[config.mk]
export PLATFORM = sky130hd
export DESIGN_NAME = uart_date_cmd_parser
export DESIGN_NICKNAME = d
export VERILOG_FILES = /design/src/rtl/calendar_pkg.sv /design/src/rtl/dec2_to_bin.sv /design/src/rtl/uart_date_cmd_parser.sv
export SDC_FILE = /design/constraint.sdc
export NUM_CORES = 1
export LEC_CHECK = 0
export ABC_CLOCK_PERIOD_IN_PS = 3900
export CORE_ASPECT_RATIO = 1.2
export CORE_MARGIN = 3
export CORE_UTILIZATION = 54
export DETAILED_ROUTE_END_ITERATION = 10
export GPL_ROUTABILITY_DRIVEN = 0
export GPL_TIMING_DRIVEN = 0
export PLACE_DENSITY = 0.77
export REMOVE_ABC_BUFFERS = 1
export SKIP_CTS_REPAIR_TIMING = 1
export SYNTH_ARGS = -nofsm -noshare
export SYNTH_HDL_FRONTEND = slang
export SYNTH_HIERARCHICAL = 1
export SYNTH_SLANG_ARGS = --single-unit
[constraint.sdc]
create_clock -name clk -period 3.9 [get_ports clk]
set_input_delay 0.39 -clock clk [delete_from_list [all_inputs] [get_ports clk]]
set_output_delay 0.39 -clock clk [all_outputs]
set_load 0.01 [all_outputs]
[src/rtl/calendar_pkg.sv]
// Shared calendar definitions: ASCII constants, parser state encoding and month-length lookup.
// Used by the UART date parser and reusable by the calendar stage.
package calendar_pkg;

    localparam logic [7:0] HDR_BYTE_DEF = 8'h44;
    localparam logic [7:0] ASCII_CR     = 8'h0D;
    localparam logic [7:0] ASCII_LF     = 8'h0A;
    localparam logic [7:0] ASCII_0      = 8'h30;
    localparam logic [7:0] ASCII_9      = 8'h39;

    localparam logic [6:0] RST_DAY   = 7'd3;
    localparam logic [6:0] RST_MONTH = 7'd3;
    localparam logic [6:0] RST_YEAR  = 7'd24;

    typedef enum logic [1:0] {
        ST_IDLE,
        ST_DIGITS,
        ST_TERM
    } parser_state_t;

    // Year is the two-digit offset from 2000, so every multiple of 4 is a leap year.
    function automatic logic [4:0] days_in_month(input logic [6:0] month, input logic [6:0] year);
        case (month)
            7'd1, 7'd3, 7'd5, 7'd7, 7'd8, 7'd10, 7'd12: return 5'd31;
            7'd4, 7'd6, 7'd9, 7'd11:                    return 5'd30;
            7'd2:    return (year[1:0] == 2'b00) ? 5'd29 : 5'd28;
            default: return 5'd0;
        endcase
    endfunction

endpackage

[src/rtl/dec2_to_bin.sv]
// Two BCD digits to 7-bit binary (tens*10 + ones) using shifts and adds only.
module dec2_to_bin (
    input  logic [3:0] tens,
    input  logic [3:0] ones,
    output logic [6:0] bin
);

    assign bin = {tens, 3'b000} + {2'b00, tens, 1'b0} + {3'b000, ones};

endmodule

[src/rtl/uart_date_cmd_parser.sv]
// Parses "D YYMMDD <CR|LF>" frames from the UART byte stream and loads a validated date.
//
// state     | meaning
// ST_IDLE   | waiting for header byte, timer held at 0
// ST_DIGITS | collecting six ASCII digits (idx 0..5)
// ST_TERM   | waiting for CR/LF, then validate and load
module uart_date_cmd_parser
    import calendar_pkg::*;
#(
    parameter logic [7:0] HDR_BYTE       = HDR_BYTE_DEF,
    parameter int         TIMEOUT_CYCLES = 50_000_000
) (
    input  logic       clk,
    input  logic       reset,
    input  logic [7:0] rx_data,
    input  logic       rx_valid,
    output logic [6:0] Less_uart,
    output logic [6:0] Middle_uart,
    output logic [6:0] Big_uart,
    output logic       uart_sign,
    output logic       frame_err
);

    localparam int TW = $clog2(TIMEOUT_CYCLES + 1);
    localparam logic [TW-1:0] TIMER_LAST = TW'(TIMEOUT_CYCLES - 1);

    parser_state_t state_q, state_d;
    logic [2:0]    idx_q, idx_d;
    logic [23:0]   digits_q, digits_d;
    logic [TW-1:0] timer_q, timer_d;
    logic [6:0]    day_d, month_d, year_d;
    logic          sign_d, err_d;

    logic [6:0] year_bin, month_bin, day_bin;
    logic       is_digit, is_term, is_hdr, date_ok, timeout;

    // Digit slot 0 is the year tens digit; slots follow arrival order.
    dec2_to_bin u_year  (.tens(digits_q[3:0]),   .ones(digits_q[7:4]),   .bin(year_bin));
    dec2_to_bin u_month (.tens(digits_q[11:8]),  .ones(digits_q[15:12]), .bin(month_bin));
    dec2_to_bin u_day   (.tens(digits_q[19:16]), .ones(digits_q[23:20]), .bin(day_bin));

    assign is_digit = (rx_data >= ASCII_0) && (rx_data <= ASCII_9);
    assign is_term  = (rx_data == ASCII_CR) || (rx_data == ASCII_LF);
    assign is_hdr   = (rx_data == HDR_BYTE);
    assign date_ok  = (month_bin >= 7'd1) && (month_bin <= 7'd12) && (day_bin != 7'd0)
                   && (day_bin <= {2'b00, days_in_month(month_bin, year_bin)});
    // A byte arriving in the expiry cycle wins over the timeout.
    assign timeout  = (state_q != ST_IDLE) && !rx_valid && (timer_q == TIMER_LAST);

    always_comb begin
        state_d  = state_q;
        idx_d    = idx_q;
        digits_d = digits_q;
        day_d    = Less_uart;
        month_d  = Middle_uart;
        year_d   = Big_uart;
        sign_d   = 1'b0;
        err_d    = 1'b0;
        timer_d  = (state_q == ST_IDLE || rx_valid) ? '0 : timer_q + TW'(1);

        case (state_q)
            ST_IDLE: begin
                if (rx_valid && is_hdr) begin
                    state_d  = ST_DIGITS;
                    idx_d    = 3'd0;
                    digits_d = '0;
                end
            end
            ST_DIGITS: begin
                if (rx_valid) begin
                    if (is_digit) begin
                        digits_d[{idx_q, 2'b00} +: 4] = rx_data[3:0];
                        if (idx_q == 3'd5) state_d = ST_TERM;
                        else               idx_d   = idx_q + 3'd1;
                    end else if (is_hdr) begin
                        idx_d    = 3'd0;
                        digits_d = '0;
                    end else begin
                        err_d   = 1'b1;
                        state_d = ST_IDLE;
                    end
                end else if (timeout) begin
                    err_d   = 1'b1;
                    state_d = ST_IDLE;
                end
            end
            ST_TERM: begin
                if (rx_valid) begin
                    state_d = ST_IDLE;
                    if (is_term && date_ok) begin
                        day_d   = day_bin;
                        month_d = month_bin;
                        year_d  = year_bin;
                        sign_d  = 1'b1;
                    end else begin
                        err_d = 1'b1;
                    end
                end else if (timeout) begin
                    err_d   = 1'b1;
                    state_d = ST_IDLE;
                end
            end
            default: state_d = ST_IDLE;
        endcase
    end

    always_ff @(posedge clk or posedge reset) begin
        if (reset) begin
            state_q     <= ST_IDLE;
            idx_q       <= 3'd0;
            digits_q    <= '0;
            timer_q     <= '0;
            Less_uart   <= RST_DAY;
            Middle_uart <= RST_MONTH;
            Big_uart    <= RST_YEAR;
            uart_sign   <= 1'b0;
            frame_err   <= 1'b0;
        end else begin
            state_q     <= state_d;
            idx_q       <= idx_d;
            digits_q    <= digits_d;
            timer_q     <= timer_d;
            Less_uart   <= day_d;
            Middle_uart <= month_d;
            Big_uart    <= year_d;
            uart_sign   <= sign_d;
            frame_err   <= err_d;
        end
    end

endmodule

==> results.sh, run 1 <==
export IMPL_outcome="finished with violations"
export IMPL_violations="negative setup slack"
export IMPL_cp_data_required_time_ps=4180
export IMPL_fillers=650
export IMPL_hpwl_mm=6.81
export IMPL_r2r_start="digits_q[15]$_DFFE_PP0P_"
export IMPL_hold_path_class="primary input to async pin"
export IMPL_fin_ws_ps=-164
export IMPL_grtUsageTotal_pct=20.3
export IMPL_crit_path_end_kind="flip-flop"
export IMPL_syn_avg_cell_area_um2=10.3
export IMPL_clkPwrFrac_pct=39.1
export IMPL_crit_family="adder cells"
export IMPL_ys_warn_count=6
export IMPL_p_seq_share_pct=48.8
export IMPL_die_width_um=91.3
export IMPL_timing_fmax_mhz=246
export IMPL_mostFrequentLayoutCell="dfrtp_1"
export IMPL_switching_share_pct=26.8
export IMPL_irDropWorstVdd_mv=0.189
export IMPL_dp_slack_ps=-1190
export IMPL_cts_root_buf="clkbuf_8"
export IMPL_grt_max_degree=61
export IMPL_place_area_um2=5130
export IMPL_netlist_area_um2=4710
export IMPL_overflow=0
export IMPL_drt_iter0_markers=211
export IMPL_num_vias=3537
export IMPL_setup_viol=21
export IMPL_p_leak_nw=2.50
export IMPL_switchingPower_uw=460
export IMPL_core_um2=8290
export IMPL_numPortBuffers=33
export IMPL_combPwrFrac_pct=12.1
export IMPL_wl_mm=10.1
export IMPL_fin_skew_ps=10.5
export IMPL_maxSlewViolCount=0
export IMPL_arrival_ps=4350
export IMPL_worst_path_max_delay_cell="fa_1"
export IMPL_n_antenna_cell=0
export IMPL_cts_clk_slew_worst_paths_ps=90
export IMPL_seq_area_frac_synth_pct=41.6
export IMPL_grt_pass1_wl_mm=16.4
export IMPL_clock_latency_ps=350
export IMPL_grt_pass1_vias=3541
export IMPL_nets=552
export IMPL_design_area_um2=5540
export IMPL_io_pins=34
export IMPL_h_tree_depth=3
export IMPL_drt_pass1_iterations=4
export IMPL_syn2layout_area_growth_pct=17.4
export IMPL_cts_sinks=78
export IMPL_synth_seq_cells=78
export IMPL_ys_types=69
export IMPL_ctsLongestPathBuffers=2
export IMPL_maxCapViolations=0
export IMPL_cpPeakStageDelay_ps=590
export IMPL_cts_tree="yes"
export IMPL_die_area_um2=9890
export IMPL_viasPerCell=5.73
export IMPL_p_int_mw=1.26
export IMPL_netlist_instances=459
export IMPL_path_cells="inv_2 > fa_1 > inv_1 > ha_1 > a21o_1 > a21oi_2 > xnor2_1 > nor3_2 > nand3_2 > ha_4 > a2111o_1 > o22ai_4 > buf_12 > nand4_4 > mux2_4"
export IMPL_drive_gt1_share_pct=16.3
export IMPL_critPathLaunchType="flip-flop"
export IMPL_path_buf_inv=3
export IMPL_crit_start="digits_q[15]$_DFFE_PP0P_"
export IMPL_antenna_found_initial=0
export IMPL_relSlewSlack_pct=51.9
export IMPL_hold_viol=0
export IMPL_p_per_area_nw_per_um2=310
export IMPL_path_max_fanout=5
export IMPL_start_util_pct=56.9
export IMPL_placementRows=36
export IMPL_final_antenna_net_count=0
export IMPL_post_route_min_period_ps=4060
export IMPL_synth_edf_count=0
export IMPL_worst_setup_path_type="flip-flop to flip-flop"
export IMPL_layout_common_cells="72 x dfrtp_1, 43 x nor2_1, 37 x inv_1"
export IMPL_synthArstFlopShare_pct=100
export IMPL_drc=0
export IMPL_ys_flop_type="dfrtp_1"
export IMPL_worst_pin_slew_ps=720
export IMPL_cts_buffers=9
export IMPL_wl_per_cell_um=16.3
export IMPL_grt_setup_unrepaired="yes"
export IMPL_die_y_um=108
export IMPL_post_route_util_pct=66.8
export IMPL_finalCritPeriodShare_pct=104
-- layout make-up --
class	instances	area, um2	area share, %
Clock buffer	9	124	2.24
Clock inverter	7	97.6	1.76
Inverter	40	153	2.76
Multi-Input combinational cell	328	2620	47.3
Sequential cell	78	1960	35.4
Tap cell	114	143	2.58
Timing Repair Buffer	41	439	7.93
-- power groups by stage --
stage          Combinational [mW]  Sequential [mW]  Clock [mW]
2_1_floorplan               0.137            0.851           0
4_1_cts                     0.207            0.837       0.686
3_5_place_dp                0.206            0.853           0
6_report                    0.207            0.836       0.671
3_3_place_gp                0.197            0.852           0
5_1_grt                     0.237            0.838       0.724
-- flip-flops by register name (all words and copies together), names as in the netlist --
register     count
timer_q         26
digits_q        24
Big_uart         7
Less_uart        7
Middle_uart      7
idx_q            3
state_q          2
frame_err        1
uart_sign        1
-- metrics by stage --
| stage | power, mW | hold slack [ps] | TNS, ps | instances |
|---|---|---|---|---|
| after global routing | 1.80 | 323 | -5740 | 617 |
| after detailed placement | 1.06 | 470 | -23640 | 592 |
| after CTS | 1.73 | 323 | -23980 | 608 |
| after global placement | 1.05 | 467 | -20230 | 591 |
| final | 1.72 | 320 | -2450 | 617 |
| after floorplan | 0.988 | 455 | -5550 | 444 |
-- worst paths after layout --
kind,end,slack (ps),cells after the start
max,Big_uart[4]$_DFFE_PP1P_,-160,15
min,Big_uart[5]$_DFFE_PP0P_,320,2
max reg2reg,Big_uart[4]$_DFFE_PP1P_,-160,15
min reg2reg,Middle_uart[6]$_DFFE_PP0P_,490,1
max in group asynchronous,Less_uart[1]$_DFFE_PP1P_,2960,3
min in group clk,Middle_uart[6]$_DFFE_PP0P_,490,1
-- worst reg2reg max path, delay by kind of cell, from the launching register on --
kind,cells,cell delay (ps)
compound gates,4,1020
mux,1,390
fa+ha+maj,3,1150
simple gates,3,700
buf+inv,3,280
xor+xnor,1,100
flops,1,380
-- cells in the mapped netlist (10+ instances only) --
| library cell | number | area share, % |
|---|---|---|
| dfrtp_1 | 72 | 38 |
| nor2_1 | 43 | 3.4 |
| inv_1 | 39 | 3.1 |
| ha_1 | 37 | 9.8 |
| nand2_1 | 34 | 2.7 |
| a22o_1 | 17 | 3.2 |
| xor2_1 | 17 | 3.2 |
| nand3_1 | 14 | 1.5 |
| a21oi_1 | 12 | 1.3 |
| nand4_1 | 12 | 1.6 |
| o21ai_1 | 11 | 1.2 |
| xnor2_1 | 11 | 2.0 |
| mux2_4 | 10 | 3.2 |
-- routing by layer --
layer	global-route usage, %	part of all wire (%)
met1	24.7	42
met2	36.8	53
met3	3.76	2.6
met4	6.25	2.8
met5	0	0
-- cells by family (layout without fill, tap and decap cells) --
family,after synthesis,count (layout),synth area share [%]
and+or+nand+nor,162,164,18.9
DFF,78,78,41.6
AOI/OAI and AO/OA,76,76,12.0
buffers and inverters,55,97,5.10
adders and majority gates,43,43,12.4
xor gates and xnor gates,28,28,5.20
muxes,17,17,4.83
Note: power is estimated with default switching activity, not from simulation.
==> run 2, diff against run 1 <==
- CAP_MARGIN: unset -> 20
- SLEW_MARGIN: unset -> 20
==> results of run 2 <==
Same layout as run 1: the final DEF is identical, and so are final timing and power.
